[src/rtl/lcd_pkg.sv]
// -----------------------------------------------------------------------------
// lcd_pkg
// Shared definitions for the HD44780-style LCD read path:
//   - lcd_state_t      : read-cycle FSM state encoding
//   - LCD_*_DEF        : default bus timing constants (in iCLK cycles)
//   - LCD_BUSY_BIT,
//     LCD_ADDR_MSB/LSB : bit positions inside a status byte
//   - status_busy(),
//     status_addr()    : helpers that split a status byte into its fields
// -----------------------------------------------------------------------------
package lcd_pkg;

    typedef enum logic [2:0] {
        ST_IDLE   = 3'd0,
        ST_SETUP  = 3'd1,
        ST_STROBE = 3'd2,
        ST_SAMPLE = 3'd3,
        ST_HOLD   = 3'd4,
        ST_DONE   = 3'd5
    } lcd_state_t;

    localparam int          LCD_CLK_DIVIDE_DEF = 16;
    localparam int          LCD_SETUP_CYC_DEF  = 4;
    localparam int          LCD_HOLD_CYC_DEF   = 4;
    localparam logic [17:0] LCD_POLL_MAX_DEF   = 18'h3FFFE;

    localparam int LCD_CNT_W = 18;   // busy-poll read counter width
    localparam int LCD_TMR_W = 16;   // bus phase timer width

    localparam int LCD_BUSY_BIT = 7;
    localparam int LCD_ADDR_MSB = 6;
    localparam int LCD_ADDR_LSB = 0;

    function automatic logic status_busy(input logic [7:0] status);
        return status[LCD_BUSY_BIT];
    endfunction

    function automatic logic [LCD_ADDR_MSB-LCD_ADDR_LSB:0] status_addr(input logic [7:0] status);
        return status[LCD_ADDR_MSB:LCD_ADDR_LSB];
    endfunction

endpackage

[src/rtl/lcd_bus_timer.sv]
// -----------------------------------------------------------------------------
// lcd_bus_timer
// Loadable down-counter with zero flag, used to time the SETUP, STROBE and
// HOLD phases of an LCD read cycle. Loading N-1 makes zero assert on the
// N-th cycle after the load edge.
//   iCLK     : clock (rising edge)
//   iRST_N   : asynchronous active-low reset
//   load     : load load_val on the next edge (has priority over counting)
//   load_val : value to load
//   zero     : counter is at zero (counting stops there)
// -----------------------------------------------------------------------------
module lcd_bus_timer
    import lcd_pkg::*;
#(
    parameter int W = LCD_TMR_W
) (
    input  logic         iCLK,
    input  logic         iRST_N,
    input  logic         load,
    input  logic [W-1:0] load_val,
    output logic         zero
);

    logic [W-1:0] cnt;

    always_ff @(posedge iCLK or negedge iRST_N) begin
        if (!iRST_N) begin
            cnt <= '0;
        end else if (load) begin
            cnt <= load_val;
        end else if (cnt != '0) begin
            cnt <= cnt - 1'b1;
        end
    end

    assign zero = (cnt == '0);

endmodule

[src/rtl/lcd_reader.sv]
// -----------------------------------------------------------------------------
// lcd_reader
// Read-only LCD bus engine. One iStart (accepted in IDLE) performs a single
// read cycle: SETUP (RS/RW valid, EN low) -> STROBE (EN high) -> SAMPLE (EN
// still high, bus captured) -> HOLD (EN low) -> DONE (oDone pulse).
// With poll mode built in, a status read with iPOLL set repeats the read
// while the busy flag is set, up to POLL_MAX extra reads, and flags oTIMEOUT
// if it gave up with the flag still set.
//
// Build option: define LCD_READ_POLL_EN to include poll mode, the 18-bit read
// counter and oTIMEOUT. Without it iPOLL is ignored and oTIMEOUT is 0.
//
// Ports:
//   iCLK, iRST_N   : clock, asynchronous active-low reset
//   iStart         : request pulse (ignored outside IDLE)
//   iRS            : 0 = status read, 1 = DDRAM/CGRAM data read
//   iPOLL          : with iRS=0, repeat reads until busy clears
//   oDATA          : last byte sampled from the bus
//   oBUSY          : busy bit of last status read, 0 after a data read
//   oDone          : one-cycle completion pulse
//   oTIMEOUT       : one-cycle pulse with oDone when polling gave up
//   LCD_DATA_I     : LCD data bus input
//   LCD_DATA_OE    : bus drive enable (always 0)
//   LCD_RW         : read/write select (always 1)
//   LCD_EN         : enable strobe
//   LCD_RS         : register select, latched at acceptance
// -----------------------------------------------------------------------------
module lcd_reader
    import lcd_pkg::*;
#(
    parameter int          CLK_DIVIDE = LCD_CLK_DIVIDE_DEF,
    parameter int          SETUP_CYC  = LCD_SETUP_CYC_DEF,
    parameter int          HOLD_CYC   = LCD_HOLD_CYC_DEF,
    parameter logic [17:0] POLL_MAX   = LCD_POLL_MAX_DEF
) (
    input  logic       iCLK,
    input  logic       iRST_N,
    input  logic       iStart,
    input  logic       iRS,
    input  logic       iPOLL,
    output logic [7:0] oDATA,
    output logic       oBUSY,
    output logic       oDone,
    output logic       oTIMEOUT,
    input  logic [7:0] LCD_DATA_I,
    output logic       LCD_DATA_OE,
    output logic       LCD_RW,
    output logic       LCD_EN,
    output logic       LCD_RS
);

    // Timer reload values: the phase lasts (value + 1) cycles.
    localparam logic [LCD_TMR_W-1:0] SETUP_LD  = LCD_TMR_W'(SETUP_CYC - 1);
    localparam logic [LCD_TMR_W-1:0] STROBE_LD = LCD_TMR_W'(CLK_DIVIDE - 1);
    localparam logic [LCD_TMR_W-1:0] HOLD_LD   = LCD_TMR_W'(HOLD_CYC - 1);

    lcd_state_t           state_q;
    lcd_state_t           state_d;
    logic                 tmr_load;
    logic [LCD_TMR_W-1:0] tmr_val;
    logic                 tmr_zero;
    logic                 rs_q;
    logic                 accept;
    logic                 repeat_read;

    assign accept = (state_q == ST_IDLE) && iStart;

`ifdef LCD_READ_POLL_EN
    logic                 poll_q;
    logic [LCD_CNT_W-1:0] rd_cnt;
    logic                 timeout_hit;

    // oBUSY holds the busy bit of the read just finished; poll_q is only
    // ever set for status reads, so it is the live busy flag here.
    assign repeat_read = poll_q && oBUSY && (rd_cnt < POLL_MAX);
    assign timeout_hit = poll_q && oBUSY && (rd_cnt == POLL_MAX);
`else
    logic                 unused_poll;
    localparam logic [17:0] poll_max_unused = POLL_MAX;

    assign unused_poll = iPOLL;
    assign repeat_read = 1'b0;
`endif

    lcd_bus_timer #(
        .W (LCD_TMR_W)
    ) u_timer (
        .iCLK     (iCLK),
        .iRST_N   (iRST_N),
        .load     (tmr_load),
        .load_val (tmr_val),
        .zero     (tmr_zero)
    );

    // ---------------------------------------------------------------- state
    always_ff @(posedge iCLK or negedge iRST_N) begin
        if (!iRST_N) begin
            state_q <= ST_IDLE;
        end else begin
            state_q <= state_d;
        end
    end

    // ----------------------------------------------------------- next state
    // Timer loads are issued on the transition into each timed phase.
    always_comb begin
        state_d  = state_q;
        tmr_load = 1'b0;
        tmr_val  = '0;
        case (state_q)
            ST_IDLE: begin
                if (iStart) begin
                    state_d  = ST_SETUP;
                    tmr_load = 1'b1;
                    tmr_val  = SETUP_LD;
                end
            end
            ST_SETUP: begin
                if (tmr_zero) begin
                    state_d  = ST_STROBE;
                    tmr_load = 1'b1;
                    tmr_val  = STROBE_LD;
                end
            end
            ST_STROBE: begin
                if (tmr_zero) begin
                    state_d = ST_SAMPLE;
                end
            end
            ST_SAMPLE: begin
                state_d  = ST_HOLD;
                tmr_load = 1'b1;
                tmr_val  = HOLD_LD;
            end
            ST_HOLD: begin
                if (tmr_zero) begin
                    if (repeat_read) begin
                        state_d  = ST_SETUP;
                        tmr_load = 1'b1;
                        tmr_val  = SETUP_LD;
                    end else begin
                        state_d = ST_DONE;
                    end
                end
            end
            ST_DONE: begin
                state_d = ST_IDLE;
            end
            default: begin
                state_d = ST_IDLE;
            end
        endcase
    end

    // -------------------------------------------------------------- outputs
    always_comb begin
        LCD_EN   = 1'b0;
        oDone    = 1'b0;
        oTIMEOUT = 1'b0;
        case (state_q)
            ST_STROBE, ST_SAMPLE: begin
                LCD_EN = 1'b1;
            end
            ST_DONE: begin
                oDone = 1'b1;
`ifdef LCD_READ_POLL_EN
                oTIMEOUT = timeout_hit;
`endif
            end
            default: begin
                LCD_EN = 1'b0;
            end
        endcase
    end

    assign LCD_RW      = 1'b1;
    assign LCD_DATA_OE = 1'b0;
    assign LCD_RS      = rs_q;

    // ------------------------------------------------------------- datapath
    always_ff @(posedge iCLK or negedge iRST_N) begin
        if (!iRST_N) begin
            rs_q  <= 1'b0;
            oDATA <= '0;
            oBUSY <= 1'b0;
`ifdef LCD_READ_POLL_EN
            poll_q <= 1'b0;
            rd_cnt <= '0;
`endif
        end else begin
            if (accept) begin
                rs_q <= iRS;
`ifdef LCD_READ_POLL_EN
                poll_q <= iPOLL & ~iRS;
                rd_cnt <= '0;
`endif
            end
            if (state_q == ST_SAMPLE) begin
                oDATA <= LCD_DATA_I;
                oBUSY <= rs_q ? 1'b0 : status_busy(LCD_DATA_I);
            end
`ifdef LCD_READ_POLL_EN
            if ((state_q == ST_HOLD) && tmr_zero && repeat_read) begin
                rd_cnt <= rd_cnt + 1'b1;
            end
`endif
        end
    end

endmodule

[config.mk]
export PLATFORM = sky130hd
export DESIGN_NAME = lcd_reader
export DESIGN_NICKNAME = d
export VERILOG_FILES = /design/src/rtl/lcd_pkg.sv /design/src/rtl/lcd_bus_timer.sv /design/src/rtl/lcd_reader.sv
export SDC_FILE = /design/constraint.sdc
export NUM_CORES = 1
export LEC_CHECK = 0
export CAP_MARGIN = 15
export CORE_AREA = 2 2 61 63
export DETAILED_ROUTE_END_ITERATION = 10
export DIE_AREA = 0 0 63 65
export MAX_ROUTING_LAYER = met4
export PLACE_DENSITY_LB_ADDON = 0.1
export SKIP_LAST_GASP = 1
export SYNTH_ARGS = -nofsm -noshare
export SYNTH_HDL_FRONTEND = slang
export SYNTH_SLANG_ARGS = --single-unit
export TNS_END_PERCENT = 5
[constraint.sdc]
create_clock -name iCLK -period 1.7 [get_ports iCLK]
set_input_delay 0.17 -clock iCLK [delete_from_list [all_inputs] [get_ports iCLK]]
set_output_delay 0.17 -clock iCLK [all_outputs]
set_load 0.1 [all_outputs]
==> impl_summary.txt, run 1 <==
----------------------------------------------------
[STA]
  Max Fclk ... 567 MHz
  Final clock period utilization by the worst path ... 1.04
  Pins Over Slew Limit ... 0
  Setup-violating endpoint count in the final report ... 14
  Final worst path period need ... 1.76 ns
  Smallest setup slack after layout ... -0.0626 ns
  Fin Clk Skew ... 0.00541 ns
  Unrepaired setup endpoints after global routing ... yes
  Final count of hold timing violations ... 0
  Worst hold margin ... 0.212 ns

[Detailed routing]
  DRC marker count from the first detailed-route iteration ... 60
  DR vias ... 1346
  Final wirelength ... 3.37 mm
  Routed length on met2 ... 1.64 mm
  Post-detailed-route DRC marker count ... 0
  Met3 routed wirelength ... 139 µm
  Total routed wire length on the met1 layer ... 1.54 mm
  Number of antenna-violating nets in the routed design ... 0
  Avg Vias per Cell ... 5.22
  DR pass1 iterations ... 4
  Uppermost layer routed ... met4
  Wire length per cell after detailed routing ... 13.1 µm

[GRT]
  Wire length of the first global-routing pass ... 5.73 mm
  Largest net degree at the start of global routing ... 30
  Via count of the first global-routing pass ... 1289
  Total GRT Usage ... 0.188
  Antenna violations before repair ... 0
  Total congestion overflow ... 0

[Worst setup path]
  Setup crit end ... u_timer.cnt[5]$_DFFE_PN0P_
  Largest fanout on the critical path ... 7
  CP most frequent cell ... sky130_fd_sc_hd__buf_6
  Path length in cells of the critical path ... 7
  Endpoint required time on the critical path ... 1.92 ns
  Classification of the worst setup path ... flop to flop
  Reg-to-reg setup timing slack ... -0.06 ns
  Buffer and inverter count on the worst path ... 3
  Kind of cell adding the most delay to the critical path ... buffers and inverters
  FF-to-FF End ... u_timer.cnt[5]$_DFFE_PN0P_
  Start point of the critical path ... u_timer.cnt[3]$_DFFE_PN0P_
  Depth of the worst register-to-register path ... 7
  Data arrival at the endpoint of the critical path ... 1.98 ns
  Critical Path Max Stage Delay ... 0.42 ns
  Crit path max-delay cell type ... sky130_fd_sc_hd__dfrtp_1
  Worst Setup End Kind ... flop
  Element type at the critical path start ... flop
  Worst flop-to-flop path startpoint ... u_timer.cnt[3]$_DFFE_PN0P_
  Crit path cell chain ... nor4_4 -> buf_6 -> buf_6 -> nand4_4 -> a211oi_4 -> buf_6 -> a21oi_1

[Flow run]
  Max-Cap Viols ... 0

[Floorplanning]
  Die Span Y ... 65 µm
  Die width ... 63 µm
  Standard cell core area ... 0.00350 mm²
  Floorplan die area ... 0.00410 mm²
  Initial Utilization ... 0.448
  # IOs ... 28
  Rows ... 22

[Yosys]
  Total of flip-flops plus latches after synthesis ... 29
  Sequential element share of the synthesized area ... 0.463
  Top cell type by total area after synthesis ... sky130_fd_sc_hd__dfrtp_1
  Commonest cells in the netlist ... 29 x sky130_fd_sc_hd__dfrtp_1, 14 x sky130_fd_sc_hd__a21oi_1, 12 x sky130_fd_sc_hd__nand2_1, 11 x sky130_fd_sc_hd__nor2_1, 9 x sky130_fd_sc_hd__mux2_2
  Post-synthesis cell type count ... 41
  Mean cell area of the mapped netlist ... 10.3 µm²
  Most area-consuming cells after synthesis ... sky130_fd_sc_hd__dfrtp_1 46%, sky130_fd_sc_hd__mux2_2 6.5%, sky130_fd_sc_hd__a21oi_1 4.5%
  Netlist Area Pre-Place ... 0.00157 mm²
  Area share of the leading cell type in the synthesized netlist ... 0.463
  Synthesized instance count ... 152
  Syn. warnings ... 0
  Library cell with the highest instance count after synthesis ... sky130_fd_sc_hd__dfrtp_1
  EDFF count, synth ... 0
  Primary FF master, synth ... sky130_fd_sc_hd__dfrtp_1
  FFs w/ async S/R, synth ... 1.00

[Pwr]
  Largest voltage drop on the vdd net ... 0.537 mV
  Ratio of total power to cell area ... 711 mW/mm²
  Share of power burned in registers ... 0.443
  Leak pwr ... 1.01 nW
  Portion of total power attributed to combinational logic ... 0.113
  Net switching component of the power ... 0.394 mW
  Fraction of power consumed by the clock network ... 0.444
  Share of total power consumed by net switching ... 0.247
  Internal portion of total power ... 1.20 mW

[Run status]
  Result of the run ... finished, violations left
  Failing checks ... negative setup slack

[Clock tree]
  Clock root buffer ... sky130_fd_sc_hd__clkbuf_4
  Number of H-tree levels ... 2
  CTS max path bufs ... 2
  TritonCTS clock tree ... built
  Clock buffer count from CTS ... 5
  Clock-pin slew of the registers on the worst-case setup and hold paths ... 0.10 ns
  Insertion delay to the later sink of the worst-skew pair ... 0.33 ns
  Clk sink count ... 29

[Layout]
  Syn-to-layout area delta ... 43.3%
  Fillers ... 295
  Layout cells sized above 1 ... 0.410
  Ant. Diodes ... 0
  Number of nets in the layout ... 224

[Placed design]
  Post-DP HPWL ... 2.37 mm
  Place WS ... -0.135 ns
  Port Buffers ... 23
  Final Wtd Congestion ... 0.857

[Min path]
  Worst min path class ... input pin to async pin

----------------------------------------------------
## power by group through the flow
stage / Combinational, mW / Clock [mW] / Sequential, mW
after floorplan: 0.0448 / 0 / 0.800
after global placement: 0.181 / 0 / 0.719
after detailed placement: 0.183 / 0 / 0.719
after CTS: 0.183 / 0.725 / 0.706
after global routing: 0.189 / 0.764 / 0.708
final: 0.181 / 0.708 / 0.706
## worst reg2reg max path: cells and delay by family, from the launching register on
family,cells,cell delay [ns]
DFF,1,0.42
and+or+nand+nor,2,0.42
AOI/OAI and AO/OA,2,0.37
buffers and inverters,3,0.44
## placed cells by master (no fill, tap or decap), types with 3 or more instances in the layout
master,netlist,final
sky130_fd_sc_hd__or4_1,4,4
sky130_fd_sc_hd__o31ai_1,4,4
sky130_fd_sc_hd__mux2_2,9,9
sky130_fd_sc_hd__or3_1,4,4
sky130_fd_sc_hd__buf_6,1,4
sky130_fd_sc_hd__o21ai_0,4,4
sky130_fd_sc_hd__dfrtp_1,29,29
sky130_fd_sc_hd__clkbuf_4,0,5
sky130_fd_sc_hd__nand2_1,12,12
sky130_fd_sc_hd__nor3_1,4,4
sky130_fd_sc_hd__a21oi_1,14,10
sky130_fd_sc_hd__conb_1,2,3
sky130_fd_sc_hd__mux2i_1,4,4
sky130_fd_sc_hd__a21oi_2,0,4
sky130_fd_sc_hd__clkdlybuf4s50_1,0,11
sky130_fd_sc_hd__nor2_2,3,3
sky130_fd_sc_hd__buf_4,3,41
sky130_fd_sc_hd__nor2_1,11,11
## flip-flops by register name, summed over array words and instances, names as in the netlist
register	flops
u_timer.cnt	16
oDATA	8
state_q	3
LCD_RS	1
oBUSY	1
## area by class of cell
class                      count  area [µm²]  share of cell area
clock inverter                 3        65.1              0.0290
clock buffer                   5        37.5              0.0167
multi-input combinational    111         838               0.373
timing repair buffer          58         503               0.224
sequential                    29         726               0.323
inverter                       4        15.0             0.00669
tap                           48        60.1              0.0268
## logic make-up (layout without fill, tap and decap cells)
group	after synthesis	after routing	synth area share
xor gates and xnor gates	3	3	0.0168
adders and majority gates	2	2	0.0160
AOI/OAI and AO/OA	30	30	0.123
and+or+nand+nor	60	60	0.242
muxes	13	13	0.0903
other	2	3	0.00479
DFF	29	29	0.463
buffers and inverters	13	70	0.0439
## metal layers
metal / vias up / GRT usage
met5: - / -
met4: 0 / 0.0667
met1: 655 / 0.221
li1: 660 / -
met3: 5 / 0.0660
met2: 26 / 0.299
## worst min-delay path by stage
stage                         startpoint                endpoint  slack (ns)  depth (start not counted)
floorplan                         iRST_N      LCD_RS$_DFFE_PN0P_       -0.13                          0
global placement       oBUSY$_DFFE_PN0P_       oBUSY$_DFFE_PN0P_        0.47                          2
detailed placement  oDATA[4]$_DFFE_PN0P_    oDATA[4]$_DFFE_PN0P_        0.50                          1
CTS                               iRST_N  state_q[1]$_DFFE_PN0P_        0.22                          2
global route                      iRST_N  state_q[1]$_DFFE_PN0P_        0.22                          2
finish                            iRST_N    oDATA[7]$_DFFE_PN0P_        0.21                          2
## timing repair
action	CTS	global route
pin swaps	4	6
hold buffers	0	0
resized for setup	6	11
hold endpoints to repair	0	0
endpoints found under the setup margin	16	16
buffers inserted	3	6
## stage by stage
stage	instances	TNS [ns]	power [mW]	util	cell area, µm²
floorplan	153	-0.871	0.845	-	1590
global placement	241	-1.18	0.900	0.575	2010
detailed placement	241	-1.92	0.902	0.575	2010
CTS	252	-0.960	1.61	0.618	2160
global route	258	-1.97	1.66	0.642	2240
finish	258	-0.731	1.60	0.642	2240
(Power assumes the default switching activity.)
==> run 2: changes to the inputs <==
ABC_AREA = 1   (was default)
CORE_AREA = 2 2 63 65   (was 2 2 61 63)
DIE_AREA = 0 0 65 67   (was 0 0 63 65)
GPL_TIMING_DRIVEN = 1   (was default)
==> run 2 against run 1 <==
Effect of this change:
- the flow now finishes without violations
- wire length grew 2.7%
- critical path depth grew 2
- setup slack gained 0.23 ns
- first-iteration DRC count is 25% higher
- final cell count grew 19%
- critical endpoint is now u_timer.cnt[4]$_DFFE_PN0P_
- largest cell class unchanged
==> impl_summary.txt, run 2 <==
----------------------------------------------------
[Worst setup path]
  Reg-to-reg setup timing slack ... 0.16 ns (+0.23 ns)
  Worst Setup End Kind ... flop
  Critical Path Max Stage Delay ... 0.43 ns (about the same)
  Element type at the critical path start ... flop
  Largest fanout on the critical path ... 5 (-2)
  CP most frequent cell ... sky130_fd_sc_hd__nand3_1
  Endpoint required time on the critical path ... 1.87 ns (-0.05 ns)
  Data arrival at the endpoint of the critical path ... 1.71 ns (-0.27 ns)
  Crit path max-delay cell type ... sky130_fd_sc_hd__dfrtp_1
  Start point of the critical path ... u_timer.cnt[0]$_DFFE_PN0P_
  Buffer and inverter count on the worst path ... 3 (unchanged)
  Classification of the worst setup path ... flop to flop
  Worst flop-to-flop path startpoint ... u_timer.cnt[0]$_DFFE_PN0P_
  Crit path cell chain ... inv_2 -> ha_1 -> nand3_1 -> nor2_2 -> nand3_1 -> nand2_2 -> inv_1 -> nand3_1 -> inv_1
  Kind of cell adding the most delay to the critical path ... simple AND/OR/NAND/NOR gates

[Layout]
  Most frequent standard cell in the layout excluding fill and tap cells ... sky130_fd_sc_hd__nand2_1
  Number of flip-flops under the largest register name ... 16 (unchanged)
  Register cell area after layout ... 726 µm² (unchanged)
  Number of nets in the layout ... 273 (+22%)
  Register ranked first by flip-flop count ... u_timer.cnt
  Area occupied by multi-input gates ... 845 µm² (+0.75%)
  Syn-to-layout area delta ... 25.0%
  Most frequent cells in the layout ... 75 x sky130_fd_sc_hd__nand2_1, 29 x sky130_fd_sc_hd__dfrtp_1, 21 x sky130_fd_sc_hd__inv_1
  Largest registers ranked by flip-flop count ... u_timer.cnt (16), oDATA (8), state_q (3)
  Non-Filler Cell Area, Final ... 0.00212 mm² (-5.6%)
  Ant. Diodes ... 0 (unchanged)
  Layout cells sized above 1 ... 0.212 (-0.197)
  Fillers ... 334 (+13%)

[Yosys]
  Commonest cells in the netlist ... 75 x sky130_fd_sc_hd__nand2_1, 29 x sky130_fd_sc_hd__dfrtp_1, 22 x sky130_fd_sc_hd__inv_1, 20 x sky130_fd_sc_hd__nand3_1, 19 x sky130_fd_sc_hd__nor2_1
  Syn. warnings ... 0 (unchanged)
  Post-synthesis cell type count ... 24 (-41%)
  Netlist Area Pre-Place ... 0.00170 mm² (+8.2%)
  Area share of the leading cell type in the synthesized netlist ... 0.428 (-0.0352)
  Most area-consuming cells after synthesis ... sky130_fd_sc_hd__dfrtp_1 43%, sky130_fd_sc_hd__nand2_1 17%, sky130_fd_sc_hd__nand3_1 5.9%
  Library cell with the highest instance count after synthesis ... sky130_fd_sc_hd__nand2_1
  Synthesized instance count ... 227 (+49%)
  Mean cell area of the mapped netlist ... 7.47 µm² (-28%)
  Top cell type by total area after synthesis ... sky130_fd_sc_hd__dfrtp_1
  FFs w/ async S/R, synth ... 1.00 (unchanged)
  Primary FF master, synth ... sky130_fd_sc_hd__dfrtp_1
  Sequential element share of the synthesized area ... 0.428 (-0.0352)
  Total of flip-flops plus latches after synthesis ... 29 (unchanged)
  EDFF count, synth ... 0 (unchanged)

[STA]
  Final worst path period need ... 1.54 ns (-0.226 ns)
  Pins Over Slew Limit ... 0 (unchanged)
  Unrepaired setup endpoints after global routing ... no
  Final clock period utilization by the worst path ... 0.904 (-0.133)
  Setup-violating endpoint count in the final report ... 0 (-14)
  Total Neg Setup Slack ... 0 ns (+0.731 ns)
  Fin Clk Skew ... 0.00810 ns (+0.00269 ns)
  Max Fclk ... 651 MHz (+15%)
  Final count of hold timing violations ... 0 (unchanged)

[Clock tree]
  Clk sink count ... 29 (unchanged)
  Clock buffer count from CTS ... 5 (unchanged)
  Number of H-tree levels ... 2 (unchanged)
  Clock-pin slew of the registers on the worst-case setup and hold paths ... 0.06 ns (-0.04 ns)
  Count of hold buffers inserted by post-cts repair ... 0 (unchanged)
  Clock root buffer ... sky130_fd_sc_hd__clkbuf_8
  Insertion delay to the later sink of the worst-skew pair ... 0.28 ns (-0.05 ns)
  CTS max path bufs ... 2 (unchanged)
  TritonCTS clock tree ... built

[GRT]
  Antenna violations before repair ... 0 (unchanged)
  Via count of the first global-routing pass ... 1355 (+5.1%)
  Wire length of the first global-routing pass ... 6.13 mm (+7.1%)
  Total congestion overflow ... 0 (unchanged)
  Total GRT Usage ... 0.193 (+0.00551)
  Largest net degree at the start of global routing ... 30 (unchanged)

[Detailed routing]
  Final wirelength ... 3.46 mm (+2.7%)
  DR vias ... 1456 (+8.2%)
  Number of antenna-violating nets in the routed design ... 0 (unchanged)
  DRC marker count from the first detailed-route iteration ... 75 (+25%)
  Post-detailed-route DRC marker count ... 0 (unchanged)
  Wire length per cell after detailed routing ... 11.3 µm (-14%)
  Avg Vias per Cell ... 4.74 (-9.1%)
  DR pass1 iterations ... 4 (unchanged)

[Floorplanning]
  Die width ... 65 µm (+3.2%)
  Standard cell core area ... 0.00361 mm² (+3.1%)
  Floorplan die area ... 0.00436 mm² (+6.3%)
  Die Span Y ... 67 µm (+3.1%)
  Initial Utilization ... 0.470 (+0.0221)
  # IOs ... 28 (unchanged)
  Rows ... 22 (unchanged)

[Min path]
  Worst min path class ... input pin to async pin

[Placed design]
  Port Buffers ... 23 (unchanged)
  Post-place instance area ... 0.00199 mm² (-1.1%)
  Post-DP HPWL ... 2.59 mm (+9.2%)
  Final Wtd Congestion ... 0.859 (+0.22%)

[Flow run]
  Max-Cap Viols ... 0 (unchanged)

[Run status]
  Result of the run ... finished clean

----------------------------------------------------
## run 2: changes by cell type after synthesis, moves of 5 or more
cell | previous run | this run
sky130_fd_sc_hd__inv_1 | 4 | 22
sky130_fd_sc_hd__mux2_2 | 9 | 1
sky130_fd_sc_hd__a21oi_1 | 14 | 2
sky130_fd_sc_hd__nor2_1 | 11 | 19
sky130_fd_sc_hd__nor3_2 | 0 | 5
sky130_fd_sc_hd__nand2_1 | 12 | 75
sky130_fd_sc_hd__nand3_1 | 1 | 20
sky130_fd_sc_hd__nand2_2 | 0 | 6
sky130_fd_sc_hd__nor2_4 | 0 | 5
## run 2: cell type report
type / instances / share of cell area
inverter: 26 / 0.0460
clock buffer: 7 / 0.0407
clock inverter: 1 / 0.0142
tap: 48 / 0.0283
multi-input combinational: 168 / 0.398
sequential: 29 / 0.342
timing repair buffer: 28 / 0.130
## run 2: worst paths after layout
kind / to / cells past startpoint
setup / recovery: u_timer.cnt[4]$_DFFE_PN0P_ / 9
hold / removal: LCD_RS$_DFFE_PN0P_ / 2
setup reg to reg: u_timer.cnt[4]$_DFFE_PN0P_ / 9
hold reg to reg: oDATA[1]$_DFFE_PN0P_ / 2
max in group asynchronous: u_timer.cnt[10]$_DFFE_PN0P_ / 2
min in group iCLK: oDATA[1]$_DFFE_PN0P_ / 3
## run 2: repair_timing
item | 4_1_cts | 5_1_grt
resized for setup | 0 | 1
setup buffers | 0 | 2
setup endpoints to repair | 0 | 4
## run 2: metrics by stage
step	hold slack, ns	setup slack, ns	util	instances
after floorplan	-0.126	-0.165	-	228
after global placement	0.468	0.129	0.551	297
after detailed placement	0.470	0.131	0.551	297
after CTS	0.283	0.109	0.584	305
after global routing	0.296	0.0281	0.588	307
final	0.268	0.163	0.588	307
## run 2: cells by family (layout without fill, tap and decap cells)
kind of cell             Yosys count  in the layout  share of synthesized area
AO/OA/AOI/OAI                     11             11                     0.0340
XOR/XNOR                           3              3                     0.0155
adder cells (fa/ha/maj)            2              2                     0.0148
buffers and inverters             31             62                     0.0804
flip-flops                        29             29                      0.428
multiplexers                       1              1                    0.00664
other                              2              3                    0.00443
AND/OR/NAND/NOR                  148            148                      0.416
## run 2: per-layer routing
| layer | global-route usage | share of wire | up-vias |
|---|---|---|---|
| li1 | - | - | 764 |
| met1 | 0.243 | 0.47 | 648 |
| met2 | 0.295 | 0.47 | 37 |
| met3 | 0.0355 | 0.038 | 7 |
| met4 | 0.109 | 0.026 | 0 |
| met5 | - | 0 | - |
## run 2: worst register-to-register path, cell delays in order (launching register included)
cell                      delay [ns]
sky130_fd_sc_hd__dfrtp_1        0.43
sky130_fd_sc_hd__inv_2          0.11
sky130_fd_sc_hd__ha_1           0.21
sky130_fd_sc_hd__nand3_1        0.10
sky130_fd_sc_hd__nor2_2         0.13
sky130_fd_sc_hd__nand3_1        0.09
sky130_fd_sc_hd__nand2_2        0.13
sky130_fd_sc_hd__inv_1          0.12
sky130_fd_sc_hd__nand3_1        0.08
sky130_fd_sc_hd__inv_1          0.04
Power of run 2 is not shown: default switching activity piles up to over one toggle a cycle in this logic, so the estimate is an artifact.
